[src/rtl/q_change_logger.sv]
`timescale 1ns/1ps
// -----------------------------------------------------------------------------
// q_change_logger
//
// Watches a WIDTH-bit value and records each change as an event
// {timestamp, old value, new value} in a DEPTH-entry show-ahead FIFO.
//
// Ports
//   clock          rising-edge clock
//   reset_n        asynchronous active-low reset
//   enable         arms change monitoring and runs the timestamp counter
//   sample         monitored value, synchronous to clock
//   evt_valid      FIFO head holds an event
//   evt_ready      consumer pop request
//   evt_time       head timestamp            (0 while evt_valid=0)
//   evt_old        head value before change  (0 while evt_valid=0)
//   evt_new        head value after change   (0 while evt_valid=0)
//   count          FIFO occupancy, 0..DEPTH
//   overflow       sticky: an event was dropped because the FIFO was full
//   dropped        saturating count of dropped events
//   clear_overflow zeroes overflow and dropped on the next edge
//
// Handshake: an event transfers on the rising edge where evt_valid=1 and
// evt_ready=1. evt_valid never depends on evt_ready, the head fields stay
// stable until that edge, and evt_ready while evt_valid=0 is ignored.
//
// DEPTH must be a power of two (>= 2) so the pointers wrap for free.
// -----------------------------------------------------------------------------
module q_change_logger #(
    parameter int WIDTH    = 4,
    parameter int DEPTH    = 8,
    parameter int TS_WIDTH = 12
) (
    input  logic                      clock,
    input  logic                      reset_n,
    input  logic                      enable,
    input  logic [WIDTH-1:0]          sample,
    output logic                      evt_valid,
    input  logic                      evt_ready,
    output logic [TS_WIDTH-1:0]       evt_time,
    output logic [WIDTH-1:0]          evt_old,
    output logic [WIDTH-1:0]          evt_new,
    output logic [$clog2(DEPTH):0]    count,
    output logic                      overflow,
    output logic [7:0]                dropped,
    input  logic                      clear_overflow
);

    localparam int AW = $clog2(DEPTH);
    localparam int CW = AW + 1;
    localparam int EW = TS_WIDTH + 2 * WIDTH;
    localparam logic [CW-1:0] FULL_COUNT = CW'(DEPTH);

    // ------------------------------------------------------------------
    // State
    // ------------------------------------------------------------------
    logic [TS_WIDTH-1:0] timer;
    logic [WIDTH-1:0]    prev;
    logic                armed;

    logic [EW-1:0]       mem [DEPTH];
    logic [AW-1:0]       wr_ptr;
    logic [AW-1:0]       rd_ptr;
    logic [CW-1:0]       count_q;

    // ------------------------------------------------------------------
    // Combinational control
    // ------------------------------------------------------------------
    logic          change;
    logic          pop;
    logic          full;
    logic          push;
    logic          drop;
    logic [EW-1:0] new_entry;
    logic [EW-1:0] head;

    always_comb begin
        // A change only counts once armed, so the arming cycle (and any
        // change that happened while disabled) never produces an event.
        change    = enable && armed && (sample != prev);
        new_entry = {timer, prev, sample};

        evt_valid = (count_q != '0);
        pop       = evt_valid && evt_ready;
        full      = (count_q == FULL_COUNT);

        // A pop in the same cycle frees the slot the push needs.
        push      = change && (!full || pop);
        drop      = change && full && !pop;
    end

    // ------------------------------------------------------------------
    // Timestamp counter: free-running while enabled, parked at 0 otherwise
    // ------------------------------------------------------------------
    always_ff @(posedge clock or negedge reset_n) begin
        if (!reset_n) begin
            timer <= '0;
        end else if (enable) begin
            timer <= timer + TS_WIDTH'(1);
        end else begin
            timer <= '0;
        end
    end

    // ------------------------------------------------------------------
    // Change detector
    // ------------------------------------------------------------------
    always_ff @(posedge clock or negedge reset_n) begin
        if (!reset_n) begin
            prev  <= '0;
            armed <= 1'b0;
        end else if (!enable) begin
            armed <= 1'b0;
        end else if (!armed) begin
            // First enabled cycle: capture a reference, report nothing.
            prev  <= sample;
            armed <= 1'b1;
        end else if (change) begin
            // prev follows sample even when the event is dropped, so a
            // full FIFO never causes a stale change to be reported later.
            prev <= sample;
        end
    end

    // ------------------------------------------------------------------
    // Event storage (data only; validity is carried by count_q)
    // ------------------------------------------------------------------
    always_ff @(posedge clock) begin
        if (push) begin
            mem[wr_ptr] <= new_entry;
        end
    end

    // ------------------------------------------------------------------
    // FIFO pointers and occupancy
    // ------------------------------------------------------------------
    always_ff @(posedge clock or negedge reset_n) begin
        if (!reset_n) begin
            wr_ptr  <= '0;
            rd_ptr  <= '0;
            count_q <= '0;
        end else begin
            if (push) begin
                wr_ptr <= wr_ptr + AW'(1);
            end
            if (pop) begin
                rd_ptr <= rd_ptr + AW'(1);
            end
            case ({push, pop})
                2'b10:   count_q <= count_q + CW'(1);
                2'b01:   count_q <= count_q - CW'(1);
                default: count_q <= count_q;
            endcase
        end
    end

    // ------------------------------------------------------------------
    // Overflow bookkeeping. A drop in the same cycle as clear_overflow
    // wins: the clear wipes the history and the new drop is counted
    // as the first one.
    // ------------------------------------------------------------------
    always_ff @(posedge clock or negedge reset_n) begin
        if (!reset_n) begin
            overflow <= 1'b0;
            dropped  <= '0;
        end else if (drop) begin
            overflow <= 1'b1;
            if (clear_overflow) begin
                dropped <= 8'd1;
            end else if (dropped != 8'hFF) begin
                dropped <= dropped + 8'd1;
            end
        end else if (clear_overflow) begin
            overflow <= 1'b0;
            dropped  <= '0;
        end
    end

    // ------------------------------------------------------------------
    // Show-ahead head outputs. The storage is not reset, so the fields
    // are forced to zero whenever there is no valid head.
    // ------------------------------------------------------------------
    always_comb begin
        head     = mem[rd_ptr];
        evt_time = '0;
        evt_old  = '0;
        evt_new  = '0;
        if (evt_valid) begin
            evt_time = head[EW-1 -: TS_WIDTH];
            evt_old  = head[2*WIDTH-1 -: WIDTH];
            evt_new  = head[WIDTH-1:0];
        end
    end

    assign count = count_q;

endmodule

[config.mk]
export PLATFORM = sky130hd
export DESIGN_NAME = q_change_logger
export DESIGN_NICKNAME = d
export VERILOG_FILES = /design/src/rtl/q_change_logger.sv
export SDC_FILE = /design/constraint.sdc
export NUM_CORES = 1
export LEC_CHECK = 0
export BUFFER_PORTS_ARGS = -buffer_cell sky130_fd_sc_hd__buf_2
export CAP_MARGIN = 20
export CORE_MARGIN = 2
export CORE_UTILIZATION = 62
export DETAILED_ROUTE_END_ITERATION = 7
export HOLD_SLACK_MARGIN = 0.03
export PLACE_DENSITY = 0.81
export REMOVE_ABC_BUFFERS = 1
export SLEW_MARGIN = 25
export SYNTH_ARGS = -nofsm -noshare
export SYNTH_HDL_FRONTEND = slang
export SYNTH_SLANG_ARGS = --single-unit
[constraint.sdc]
create_clock -name clock -period 8.7 [get_ports clock]
set_clock_uncertainty 0.1 [all_clocks]
set_input_delay 0.435 -clock clock [delete_from_list [all_inputs] [get_ports clock]]
set_output_delay 0.435 -clock clock [all_outputs]
set_load 0.05 [all_outputs]
Word level (Yosys, flattened, before mapping)
Memories as Yosys holds them, arrays and structs flattened.
Index checks and enable logic that the tools add are counted.
Widths: inputs -> output; s select.
{"block": "word_totals", "reg_bits": 36, "mem_bits_ro": 0, "ram_bits": 160, "memories": 1, "latch_bits": 0, "elab_cells": 52, "output_inout_bits": 34, "inputBits": 9}
{"block": "classes", "add_sub_neg": 6, "n_shift": 0, "order_cmp": 0, "n_eq_ne": 6, "div_mod_pow": 0, "n_mux": 16, "multipliers": 0, "reduce_logical": 15, "bitwise_logic": 0}
{"memory": "mem", "depth": 8, "word_bits": 20, "read_ports": 1, "rd_ports_with_merged_regs": 0, "write_ports": 1, "line": "61", "text": "logic [EW-1:0] mem [DEPTH];"}
{"op": "$mux 8", "count": 4}
{"op": "$mux 12", "count": 2}
{"op": "$mux 4", "count": 4}
{"op": "$add 12x1->12 const B", "count": 1}
{"op": "$add 8x1->8 const B", "count": 1}
{"op": "$ne 8x8->1 const B", "count": 1}
{"op": "$pmux 4 s2", "count": 1}
{"op": "$add 3x1->3 const B", "count": 2}
{"op": "$logic_and 1x1->1", "count": 6}
{"op": "$reduce_bool 2->1", "count": 3}
{"op": "$mux 1", "count": 5}
{"op": "$add 4x1->4 const B", "count": 1}
{"op": "$eq 4x4->1 const B", "count": 1}
{"op": "$ne 4x4->1", "count": 1}
{"op": "$reduce_and 2->1", "count": 2}
{"op": "$reduce_bool 4->1", "count": 1}
{"op": "$sub 4x1->4 const B", "count": 1}
{"op": "$eq 2x1->1 const B", "count": 1}
{"op": "$eq 2x2->1 const B", "count": 1}
{"op": "$logic_not 1->1", "count": 2}
{"op": "$ne 2x1->1 const B", "count": 1}
{"op": "$logic_or 1x1->1", "count": 1}

Logic depth before layout (Yosys ltp)
{"block": "depth", "depth_word": 6, "ltp_mapped": 10, "mapped_depth_nobuf": 10}

Least setup slack after synthesis
No wires, ideal clock.
{"block": "synth_timing", "path_kind": "register to register", "start": "register count_q[0], in the netlist count[0]", "end": "memory mem[0][0] (netlist name), enable pin", "path_slack_ns": 4.647, "period_less_slack_ns": 4.053, "setup_time_ns": 0.448, "required_ns": 8.152, "n_path_buf": 1, "stages_incl_launch_ff": 6, "t_arrival_ns": 3.505, "path_cell_list": "dfrtp_1 nor3_1 nand3b_1 clkbuf_1 nand2b_1 nor4_1"}
{"block": "synth_between", "elab_chain_len": 6, "elab_cells_between_ends": 8, "cone_classes": "1 x eq/ne; 2 x mux; 5 x reduce/logical"}
{"item": "from (decl)", "line": "64", "text": "logic [CW-1:0] count_q;"}
{"item": "from (signal assigned)", "line": "150", "text": "2'b10: count_q <= count_q + CW'(1);"}
{"item": "from (signal assigned)", "line": "151", "text": "2'b01: count_q <= count_q - CW'(1);"}
{"item": "from (signal assigned)", "line": "152", "text": "default: count_q <= count_q;"}
{"item": "$eq 4x4->1 / $reduce_bool 4->1 (equally long branches)", "line": "85, 83"}
{"item": "$logic_not 1->1 / $logic_and 1x1->1 (equally long branches)", "line": "88, 84"}
{"item": "$logic_or 1x1->1 *", "line": "88", "text": "push = change && (!full || pop);"}
{"item": "$logic_and 1x1->1 *", "line": "88"}
{"item": "$mux 1 *", "line": "129", "text": "if (push) begin"}
{"item": "$mux 1 (not written as such) *", "line": "130", "text": "mem[wr_ptr] <= new_entry;"}
{"item": "to (decl)", "line": "61"}
Mark *: on every way between the ends. The rest lies on a longest branch, timed or not.

Worst setup path after layout
{"block": "layout_timing", "start": "register rd_ptr[0]", "end": "output evt_old[2]"}
{"block": "layout_between", "elab_chain_len": 2}
{"item": "from (decl)", "line": "63", "text": "logic [AW-1:0] rd_ptr;"}
{"item": "from (signal assigned)", "line": "147", "text": "rd_ptr <= rd_ptr + AW'(1);"}
{"item": "$mem_v2 8x20"}
{"item": "$mux 4", "line": "188", "text": "if (evt_valid) begin"}
{"item": "to (decl)", "line": "41", "text": "output logic [WIDTH-1:0] evt_old,"}
No other way between the ends.

==> impl_metrics.env <==
export IMPL_cts_hold_repair_buffers=0
export IMPL_final_hold_viol_count=0
export IMPL_yosys_cell_types_count=44
export IMPL_multiInputGateArea_sq_um=2180
export IMPL_synth_fa_ha_area_share_pct=1.20
export IMPL_critical_path_required_ps=8170
export IMPL_synth_top_area_cell="edfxtp_1"
export IMPL_met1_length_mm=5.70
export IMPL_number_of_vias_in_the_routed_layout=3996
export IMPL_worst_hold_slack_ps=34.3
export IMPL_fraction_of_final_layout_cells_sized_beyond_drive_strength_1_pct=28.2
export IMPL_layout_min_cycle_time_ps=3190
export IMPL_max_freq_mhz=314
export IMPL_detailed_place_hpwl_mm=8.32
export IMPL_layout_net_count=500
export IMPL_io_pins=43
export IMPL_timing_critical_path_from_type="flip-flop"
export IMPL_chipWidth_microns=117
export IMPL_post_synth_design_cell_area_sq_um=7940
export IMPL_initialDrtViolationCount=357
export IMPL_post_synth_cell_area_avg_sq_um=18.3
export IMPL_path_clk_slew_ps=60
export IMPL_maximum_fanout_encountered_on_the_critical_timing_path=42
export IMPL_die_h_microns=117
export IMPL_synth_cells=433
export IMPL_wire_per_inst_microns=21.9
export IMPL_post_layout_nonfiller_instances=668
export IMPL_final_setup_viol_count=0
export IMPL_slew_headroom_pct=38.8
export IMPL_topmost_layer_with_routed_signal_wires="met4"
export IMPL_postCtsSetupBuffers=0
export IMPL_worst_hold_path_type="primary input to async pin"
export IMPL_numPlacedInstances=637
export IMPL_port_buffers=42
export IMPL_clock_latency_on_the_worst_skew_pair_ps=430
export IMPL_area_growth_from_synthesis_to_layout_pct=13.4
export IMPL_grt_pass1_vias=4057
export IMPL_tightest_slew_ps=913
export IMPL_global_route_usage_total_pct=23.7
export IMPL_floorplan_initialDensity_pct=63.2
export IMPL_grt_pass1_wl_mm=22.7
export IMPL_drcViolationCount=0
export IMPL_sum_of_negative_setup_slack_ps=0
export IMPL_metal2_wl_mm=7.69
export IMPL_grt_remaining_overflow=0
export IMPL_initial_antenna_violation_count=0
export IMPL_grt_max_degree=43
export IMPL_synth_xor_area_share_pct=2.76
export IMPL_final_period_utilization_pct=36.6
export IMPL_gp_congestion=0.806
export IMPL_synth_top_cell_area_share_pct=60.5
export IMPL_vdd_ir_drop_max_uv=247
export IMPL_cts_root_buf="clkbuf_16"
export IMPL_timing_setup_critical_path_class="flip-flop to output pin"
export IMPL_ys_seq_elements=196
export IMPL_core_sq_um=12600
export IMPL_layout_area_seq_sq_um=5710
export IMPL_simple_gate_share_of_the_synthesized_area_pct=6.95
export IMPL_static_leakage_power_nw=3.25
export IMPL_number_of_gates_resized_after_cts=0
export IMPL_worst_setup_path_end_kind="output pin"
export IMPL_async_reset_ff_share_pct=18.4
export IMPL_dpl_cell_area_sq_um=8410
export IMPL_row_count=41
export IMPL_synth_enable_flop_cells=160
export IMPL_synth_warning_count=0
export IMPL_route_met3_wl_mm=1.04
export IMPL_most_used_flip_flop_cell_after_synthesis="edfxtp_1"
export IMPL_cts_root_to_sink_buffers=2
export IMPL_synth_compound_area_share_pct=1.07
export IMPL_cts_htree_levels=4
export IMPL_maxCapViolCount=0
export IMPL_post_synth_main_area_contributors="edfxtp_1 (61%), dfrtp_1 (11%), mux4_2 (11%)"
export IMPL_antenna_diode_count=0
export IMPL_postRouteWirelength_mm=14.7
export IMPL_post_synth_most_frequent_cells="edfxtp_1 (160), mux4_2 (40), dfrtp_1 (36), nor2_1 (35)"
export IMPL_finish_instance_area_sq_um=9000
export IMPL_cts_tree="yes"
export IMPL_cts_inserted_buffers=17
export IMPL_cell_with_the_most_instances_after_synthesis="edfxtp_1"
export IMPL_result_of_the_run="finished, final reports clean"
export IMPL_critPathArrivalTime_ps=2650
export IMPL_main_combinational_cell_family_by_area_after_synthesis="multiplexers"
export IMPL_yosys_mux_area_fraction_pct=14.8
export IMPL_clock_sink_count=196
export IMPL_route_detailed_vias_per_inst=5.98
export IMPL_route_antenna_remaining_nets=0
export IMPL_maxSlewViolCount=0
export IMPL_power_density_nw_per_um2=327
export IMPL_seq_area_frac_synth_pct=71.9
export IMPL_rsz0062_at_grt="no"
export IMPL_detail_route_first_pass_iterations=4
export IMPL_fillers=753
export IMPL_die_area_sq_um=13700
==> through the flow <==
step                setup WS (ps)  power [W]  util (%)
detailed placement           5500    0.00218      66.9
global route                 5360    0.00307      71.6
global placement             5460    0.00216      66.8
floorplan                    4790    0.00194         -
CTS                          5450    0.00297      71.6
finish                       5510    0.00294      71.6
==> state kept, by name, indices dropped and copies added (netlist names) <==
name	cells
mem	160
timer	12
dropped	8
count	4
prev	4
rd_ptr	3
wr_ptr	3
armed	1
overflow	1
==> worst max-delay path: stages, from the launching register on <==
cell and delay (ps):
dfrtp_2 340, buf_4 620, mux4_2 590, mux2i_1 330, nor2_1 80, buf_2 220
==> logic make-up after synthesis <==
logic type,Yosys count
DFF,196
and+or+nand+nor,102
muxes,67
xor gates and xnor gates,25
buffers and inverters,25
AOI/OAI and AO/OA,11
adders and majority gates,7
==> metal layers <==
metal / GRT usage [%] / vias up
met5: 0 / -
met3: 5.77 / 18
li1: - / 1779
met2: 38.0 / 141
met1: 32.3 / 2058
met4: 8.47 / 0
==> layout make-up <==
cell class | instances | area share [%]
flip-flops and latches | 196 | 63.4
multi-input cells | 212 | 24.2
clock buffers | 19 | 4.81
repair buffers | 52 | 3.17
well taps | 172 | 2.39
clock inverters | 12 | 1.81
inverters | 5 | 0.208
==> cell usage in the layout, fill, tap and decap left out, types with 3 or more instances in the layout <==
cell / n
nand4_1: 4
nand3_1: 9
buf_2: 42
dfrtp_1: 35
inv_1: 3
xor2_1: 3
nor4_2: 6
mux2_1: 5
edfxtp_1: 160
nand2b_1: 3
mux4_2: 40
mux2i_1: 22
nand2_1: 17
buf_4: 10
xnor2_1: 22
ha_1: 6
nor2b_1: 3
nor2_1: 32
clkbuf_16: 17
clkinv_1: 3
bufinv_16: 4
nor3_2: 4
clkinv_2: 3
and2_1: 7
==> path summary, 6_finish.rpt <==
kind | from | depth (start not counted) | end | slack (ps)
max | rd_ptr[0] | 5 | evt_old[2] | 5510
min | reset_n | 1 | count[1] | 30
max reg2reg | prev[0] | 5 | mem[2][19] | 5680
min reg2reg | rd_ptr[1] | 2 | rd_ptr[1] | 420
max in group asynchronous | reset_n | 1 | rd_ptr[0] | 7850
min in group clock | clear_overflow | 2 | dropped[5] | 190
==> power breakdown <==
group	switching (W)	internal (W)
logic	0.000659	0.000342
clock network	0.000314	0.000475
registers	0.0000569	0.00110
total	0.00103	0.00191
Note: power is estimated with default switching activity, not from simulation.
